[src/rtl/sd_mod_pkg.sv]
// Shared constants, recovery FSM states and the saturation helper for the
// Nth-order sigma-delta modulator.
package sd_mod_pkg;

  localparam int unsigned ORDER_MAX = 8;

  localparam logic [4:0] ADDR_FF     = 5'd0;
  localparam logic [4:0] ADDR_FB     = 5'd8;
  localparam logic [4:0] ADDR_INL    = 5'd16;
  localparam logic [4:0] ADDR_SDFB   = 5'd24;
  localparam logic [4:0] ADDR_CLR    = 5'd30;
  localparam logic [4:0] ADDR_COMMIT = 5'd31;

  localparam int unsigned WIDE_W = 64;
  typedef logic signed [WIDE_W-1:0] wide_t;

  typedef enum logic [0:0] {RUN, RECOVER} recover_state_e;

  // Clamp x to the signed range of a w-bit value.
  function automatic wide_t sat(input wide_t x, input int unsigned w);
    wide_t maxV;
    wide_t minV;
    maxV = (wide_t'(1) <<< (w - 1)) - wide_t'(1);
    minV = -maxV - wide_t'(1);
    if (x > maxV) begin
      return maxV;
    end else if (x < minV) begin
      return minV;
    end
    return x;
  endfunction

endpackage

[src/rtl/sd_mod_stage.sv]
// One loop-filter stage: input/feedback gain selection, saturating update
// (integrator or legacy resonator form), state register and output shift.
module sd_mod_stage
  import sd_mod_pkg::*;
#(
  parameter int unsigned WIDTH   = 24,
  parameter int unsigned SHIFT_W = 3
) (
  input  logic                    clock,
  input  logic                    reset,
  input  logic                    advance,
  input  logic                    zero,
  input  logic                    mainIn,
  input  logic                    fbSel,
  input  logic signed [WIDTH-1:0] ffGain,
  input  logic signed [WIDTH-1:0] fbGain,
  input  logic                    mode,
  input  logic [SHIFT_W-1:0]      shift,
  input  logic signed [WIDTH-1:0] prevOut,
  output logic signed [WIDTH-1:0] stageOut,
  output logic                    clip
);

  localparam int unsigned SumW = WIDTH + 3;
  typedef logic signed [SumW-1:0] sum_t;

  function automatic sum_t satSum(input sum_t x);
    wide_t r;
    r = sat(wide_t'(x), WIDTH);
    return r[SumW-1:0];
  endfunction

  logic signed [WIDTH-1:0] stateQ;
  logic signed [WIDTH-1:0] stateD;
  sum_t ffTerm;
  sum_t fbTerm;
  sum_t u;
  sum_t sum;
  sum_t sumSat;

  always_comb begin
    // Negating the most-negative gain clamps to the positive maximum.
    ffTerm = mainIn ? sum_t'(ffGain) : satSum(-sum_t'(ffGain));
    fbTerm = fbSel ? sum_t'(fbGain) : -sum_t'(fbGain);
    u      = ffTerm - fbTerm + sum_t'(prevOut);
    sum    = mode ? (u - sum_t'(stateQ)) : (sum_t'(stateQ) + u);
    sumSat = satSum(sum);
    clip   = (sumSat != sum);
    stateD = sumSat[WIDTH-1:0];
  end

  always_ff @(posedge clock or posedge reset) begin
    if (reset) begin
      stateQ <= '0;
    end else if (advance) begin
      stateQ <= zero ? '0 : stateD;
    end
  end

  assign stageOut = stateQ >>> shift;

endmodule

[src/rtl/sd_modulator_nth.sv]
// Nth-order 1-bit sigma-delta modulator: shadowed coefficient banks with
// strobe-aligned commit, cascaded stages, quantizer and instability recovery.
module sd_modulator_nth
  import sd_mod_pkg::*;
#(
  parameter int unsigned ORDER        = 4,
  parameter int unsigned WIDTH        = 24,
  parameter int unsigned SHIFT_W      = 3,
  parameter int unsigned STABLE_LIMIT = 16
) (
  input  logic             clock,
  input  logic             reset,
  input  logic             enable,
  input  logic             mainIn,
  output logic             mainOut,
  input  logic             cfgWrite,
  input  logic [4:0]       cfgAddr,
  input  logic [WIDTH-1:0] cfgData,
  output logic             cfgReady,
  output logic             overflow,
  output logic [7:0]       recoverCount
);

  localparam int unsigned SumW = WIDTH + 3;
  typedef logic signed [WIDTH-1:0] coef_t;
  typedef logic signed [SumW-1:0] sum_t;

  function automatic sum_t satSum(input sum_t x);
    wide_t r;
    r = sat(wide_t'(x), WIDTH);
    return r[SumW-1:0];
  endfunction

  coef_t            ffShadow [ORDER+1];
  coef_t            ffActive [ORDER+1];
  coef_t            fbShadow [ORDER];
  coef_t            fbActive [ORDER];
  logic [SHIFT_W:0] inlShadow[ORDER];
  logic [SHIFT_W:0] inlActive[ORDER];
  coef_t            sdfbShadow;
  coef_t            sdfbActive;
  logic             commitPending;

  coef_t            stageOut [ORDER];
  logic [ORDER-1:0] stageClip;
  coef_t            sdQ;
  coef_t            sdD;
  sum_t             ffLast;
  sum_t             vSum;
  sum_t             vSat;
  sum_t             sdfbTerm;
  sum_t             sdSum;
  sum_t             sdSat;
  logic             vClip;
  logic             sdClip;
  logic             anyClip;

  recover_state_e   stateQ;
  recover_state_e   stateD;
  logic [7:0]       satRunQ;
  logic [7:0]       satRunD;
  logic             doRecover;
  logic             cfgAccept;
  logic             ffHit;

  assign cfgReady  = ~commitPending;
  assign cfgAccept = cfgWrite & ~commitPending;
  // At ORDER=8 address 8 is ffGain[8]; the feed-forward map takes priority.
  assign ffHit     = (cfgAddr <= 5'(ORDER));

  always_ff @(posedge clock or posedge reset) begin
    if (reset) begin
      ffShadow      <= '{default: '0};
      fbShadow      <= '{default: '0};
      inlShadow     <= '{default: '0};
      sdfbShadow    <= '0;
      ffActive      <= '{default: '0};
      fbActive      <= '{default: '0};
      inlActive     <= '{default: '0};
      sdfbActive    <= '0;
      commitPending <= 1'b0;
    end else begin
      if (cfgAccept) begin
        for (int k = 0; k <= ORDER; k++) begin
          if (cfgAddr == ADDR_FF + 5'(k)) ffShadow[k] <= cfgData;
        end
        for (int k = 0; k < ORDER; k++) begin
          if (!ffHit && cfgAddr == ADDR_FB + 5'(k)) fbShadow[k] <= cfgData;
          if (cfgAddr == ADDR_INL + 5'(k)) inlShadow[k] <= cfgData[SHIFT_W:0];
        end
        if (cfgAddr == ADDR_SDFB) sdfbShadow <= cfgData;
      end
      // The committing strobe still computes with the old active bank.
      if (enable && commitPending) begin
        ffActive      <= ffShadow;
        fbActive      <= fbShadow;
        inlActive     <= inlShadow;
        sdfbActive    <= sdfbShadow;
        commitPending <= 1'b0;
      end else if (cfgAccept && cfgAddr == ADDR_COMMIT) begin
        commitPending <= 1'b1;
      end
    end
  end

  for (genvar k = 0; k < ORDER; k++) begin : genStage
    coef_t prevOut;
    if (k == 0) begin : genFirst
      assign prevOut = '0;
    end else begin : genChain
      assign prevOut = stageOut[k-1];
    end
    sd_mod_stage #(
      .WIDTH  (WIDTH),
      .SHIFT_W(SHIFT_W)
    ) uStage (
      .clock   (clock),
      .reset   (reset),
      .advance (enable),
      .zero    (doRecover),
      .mainIn  (mainIn),
      .fbSel   (mainOut),
      .ffGain  (ffActive[k]),
      .fbGain  (fbActive[k]),
      .mode    (inlActive[k][SHIFT_W]),
      .shift   (inlActive[k][SHIFT_W-1:0]),
      .prevOut (prevOut),
      .stageOut(stageOut[k]),
      .clip    (stageClip[k])
    );
  end

  always_comb begin
    ffLast   = mainIn ? sum_t'(ffActive[ORDER]) : satSum(-sum_t'(ffActive[ORDER]));
    vSum     = ffLast + sum_t'(stageOut[ORDER-1]);
    vSat     = satSum(vSum);
    vClip    = (vSat != vSum);
    sdfbTerm = mainOut ? sum_t'(sdfbActive) : -sum_t'(sdfbActive);
    sdSum    = vSat - sdfbTerm - sum_t'(sdQ);
    sdSat    = satSum(sdSum);
    sdClip   = (sdSat != sdSum);
    sdD      = sdSat[WIDTH-1:0];
    anyClip  = (|stageClip) | vClip | sdClip;
  end

  always_comb begin
    stateD    = stateQ;
    satRunD   = satRunQ;
    doRecover = 1'b0;
    if (enable) begin
      unique case (stateQ)
        RUN: begin
          satRunD = anyClip ? (satRunQ + 8'd1) : 8'd0;
          if (satRunD == 8'(STABLE_LIMIT)) stateD = RECOVER;
        end
        RECOVER: begin
          doRecover = 1'b1;
          satRunD   = 8'd0;
          stateD    = RUN;
        end
      endcase
    end
  end

  always_ff @(posedge clock or posedge reset) begin
    if (reset) begin
      stateQ  <= RUN;
      satRunQ <= 8'd0;
      sdQ     <= '0;
      mainOut <= 1'b1;
    end else begin
      stateQ  <= stateD;
      satRunQ <= satRunD;
      if (enable) begin
        sdQ     <= doRecover ? '0 : sdD;
        mainOut <= doRecover ? 1'b1 : ~sdD[WIDTH-1];
      end
    end
  end

  // A recovery setting overflow outranks a simultaneous clear.
  always_ff @(posedge clock or posedge reset) begin
    if (reset) begin
      overflow     <= 1'b0;
      recoverCount <= 8'd0;
    end else if (doRecover) begin
      overflow <= 1'b1;
      if (recoverCount != 8'hFF) recoverCount <= recoverCount + 8'd1;
    end else if (cfgAccept && cfgAddr == ADDR_CLR) begin
      overflow <= 1'b0;
    end
  end

endmodule

[config.mk]
export PLATFORM = sky130hd
export DESIGN_NAME = sd_modulator_nth
export DESIGN_NICKNAME = d
export VERILOG_FILES = /design/src/rtl/sd_mod_pkg.sv /design/src/rtl/sd_mod_stage.sv /design/src/rtl/sd_modulator_nth.sv
export SDC_FILE = /design/constraint.sdc
export NUM_CORES = 2
export LEC_CHECK = 0
export ABC_AREA = 0
export CAP_MARGIN = 40
export CORE_ASPECT_RATIO = 0.7
export CORE_MARGIN = 2
export CORE_UTILIZATION = 60
export CTS_CLUSTER_DIAMETER = 150
export CTS_CLUSTER_SIZE = 40
export DETAILED_ROUTE_END_ITERATION = 12
export PLACE_DENSITY = 0.76
export SKIP_LAST_GASP = 1
export SLEW_MARGIN = 20
export SYNTH_ARGS = -nofsm -noshare
export SYNTH_HDL_FRONTEND = slang
export SYNTH_HIERARCHICAL = 1
export SYNTH_SLANG_ARGS = --single-unit
[constraint.sdc]
create_clock -name clock -period 26.5 [get_ports clock]
set_input_delay 6.625 -clock clock [delete_from_list [all_inputs] [get_ports clock]]
set_output_delay 6.625 -clock clock [all_outputs]
set_load 0.01 [all_outputs]
==> metrics.txt <==
status=finished clean; Peak Freq=65.9 MHz; max incr delay on CP=0.60 ns; CTS root buffer=clkbuf_16; share of cells above drive strength 1=13.6%; Synth area leaders=dfrtp_1 30%, mux2_2 12%, ha_1 6.5%; Required @ worst endpoint=27.01 ns; clk sinks=652; drt drc=0; postcts setup bufs=0; vias in the first global route=41420; number of synthesized flops with an enable pin=0; Yosys reg bits=652; Port Buf Inserts=44; register area share after synthesis=29.9%; die area=93400 sq um; Post-synth ARST share=100%; layout filler cell count=7502; clock-pin slew on the worst setup and hold paths=0.16 ns; Placer Congestion=0.975; biggest area consumer among synthesized cells=dfrtp_1; crit-path max FO=55; Syn Inst Count=5904; routed wire length per instance=21.5 microns; startpoint types=primary input; Final min period=15.18 ns; Std-Cell Rows=92; Synth top area share=29.9%; cell area after synthesis=54500 sq um; Inst Count DP=6966; Final Hold Viols=0; unrepaired setup endpoints after global routing=false; Clock Path Buffers=3; total congestion overflow=0; Routed WL=151000 microns; core footprint=90000 sq um; Vias/cell=6.43; Hold-fix buffers, CTS=0; TritonCTS Buffers=20; CTS tree=yes; Ports=45; initial antenna violation count=11; setup violators final=0; gr usage total=31.8%; initial core utilization=60.6%; worst rel slew slack=18.6%; FF/Latch Area=16300 sq um; Synth warnings=6; WHS=0.478 ns; Pre-antenna DRT Iters=8; final period utilization=57.3%; pin count of the biggest net entering global routing=199; Final WS setup=11.32 ns; Slowest cell on crit path=buf_4; Slew Limit Fails=0; dpl ws=10.48 ns; Slew @ Worst Pin=1.22 ns; Synth cell types=115; vias=45050; first-pass GRT wire length=238000 microns; Worst Path Arrival=15.69 ns; DIE HEIGHT=256 microns; worst min path class=register to register; H-Tree Depth=1; Starting DRT DRC Count=4859; total of max-cap violations=0; most frequent cells in the layout=651 x dfrtp_1, 559 x mux2_2, 446 x nor2_1, 437 x a21oi_1, 426 x inv_1; dpl hpwl=116000 microns; top_reg_cell synth=dfrtp_1; final setup TNS=0 ns; most frequent CP cell=buf_4; Nets=6227; multi-input logic area=35400 sq um; Crit. End Element=register; WS Path Type=primary input to register; most common cell after layout, fill and taps aside=dfrtp_1; Worst-Skew Late Latency=0.66 ns; non-filler cells, final=7001; post_cts resized=0; synthesis-to-layout area growth=4.17%; Final ANT Viol Nets=0; syn avg cell area=9.24 sq um; x dimension of the die=364 microns; Clock Skew=0.0675 ns
[sequential cells by signal (all words and copies together) (netlist names)]
register and flops:
fbShadow 96, recoverCount 8, commitPending 1, inlShadow 16, inlActive 16, satRunQ 8, fbActive 96, stateQ 1
ffActive 120, sdQ 24, mainOut 1, overflow 1, sdfbShadow 24, ffShadow 120, sdfbActive 24, genStage.uStage/stateQ 96
[per-layer routing]
metal / GRT usage [%] / vias to the layer above / part of all wire (%) / wire (microns)
met4: 5.36 / 6 / 1.8 / 2730
met5: 0 / - / 0.024 / 36
met2: 46.1 / 1885 / 42 / 63800
met3: 4.98 / 161 / 9.5 / 14300
li1: - / 20962 / - / -
met1: 50.3 / 22036 / 46 / 69800
[layout make-up]
class                      instances  area share (%)
tap                             1222            2.69
sequential                       652            28.7
antenna                            4          0.0176
clock inverter                     3          0.0969
inverter                         435            2.89
multi-input combinational       4542            62.2
clock buffer                      21           0.888
timing repair buffer             122            2.45
[critical path: cells and delay by family]
kind / cells / cell delay (ns)
buffers and inverters: 7 / 2.51
xor gates and xnor gates: 2 / 0.41
and+or+nand+nor: 7 / 1.40
muxes: 1 / 0.45
adders and majority gates: 3 / 1.13
AOI/OAI and AO/OA: 12 / 3.05
[cell usage after synthesis (135+ instances only)]
cell type	instances
ha_1	285
nor3_1	188
a21oi_1	437
mux2_2	559
clkbuf_1	216
fa_1	135
o21ai_0	234
xor2_1	145
nand2_1	283
xnor2_1	327
inv_1	427
dfrtp_1	651
nor2_1	446
[worst paths after layout]
| check | from | end | slack (ns) | cells past startpoint |
|---|---|---|---|---|
| min in group asynchronous | reset | genStage[3].uStage/stateQ[20]$_DFFE_PP0P_ | 6.46 | 3 |
| max in group asynchronous | reset | fbShadow[74]$_DFFE_PP0P_ | 18.18 | 6 |
| setup reg to reg | ffActive[2]$_DFFE_PP0P_ | satRunQ[7]$_DFFE_PP0P_ | 14.77 | 36 |
| hold / removal | ffShadow[12]$_DFFE_PP0P_ | ffActive[12]$_DFFE_PP0P_ | 0.48 | 1 |
| setup / recovery | mainIn | satRunQ[7]$_DFFE_PP0P_ | 11.32 | 32 |
| hold reg to reg | ffShadow[12]$_DFFE_PP0P_ | ffActive[12]$_DFFE_PP0P_ | 0.48 | 1 |
[metrics by stage]
stage | util, % | instance area, sq um
after floorplan | - | 54600
after global placement | 61.7 | 55600
after detailed placement | 62.4 | 56100
after CTS | 63.0 | 56700
after global routing | 63.1 | 56800
final | 63.1 | 56800
[cells by family after synthesis]
family | after synthesis | share of synthesized area (%)
and+or+nand+nor | 1453 | 13.4
muxes | 637 | 13.3
xor gates and xnor gates | 480 | 7.82
other | 1 | 0.00688
buffers and inverters | 736 | 5.49
DFF | 652 | 29.9
AOI/OAI and AO/OA | 1525 | 18.6
adders and majority gates | 420 | 11.5
Power is not shown: default switching activity piles up to over one toggle a cycle in this logic, so the estimate is an artifact.
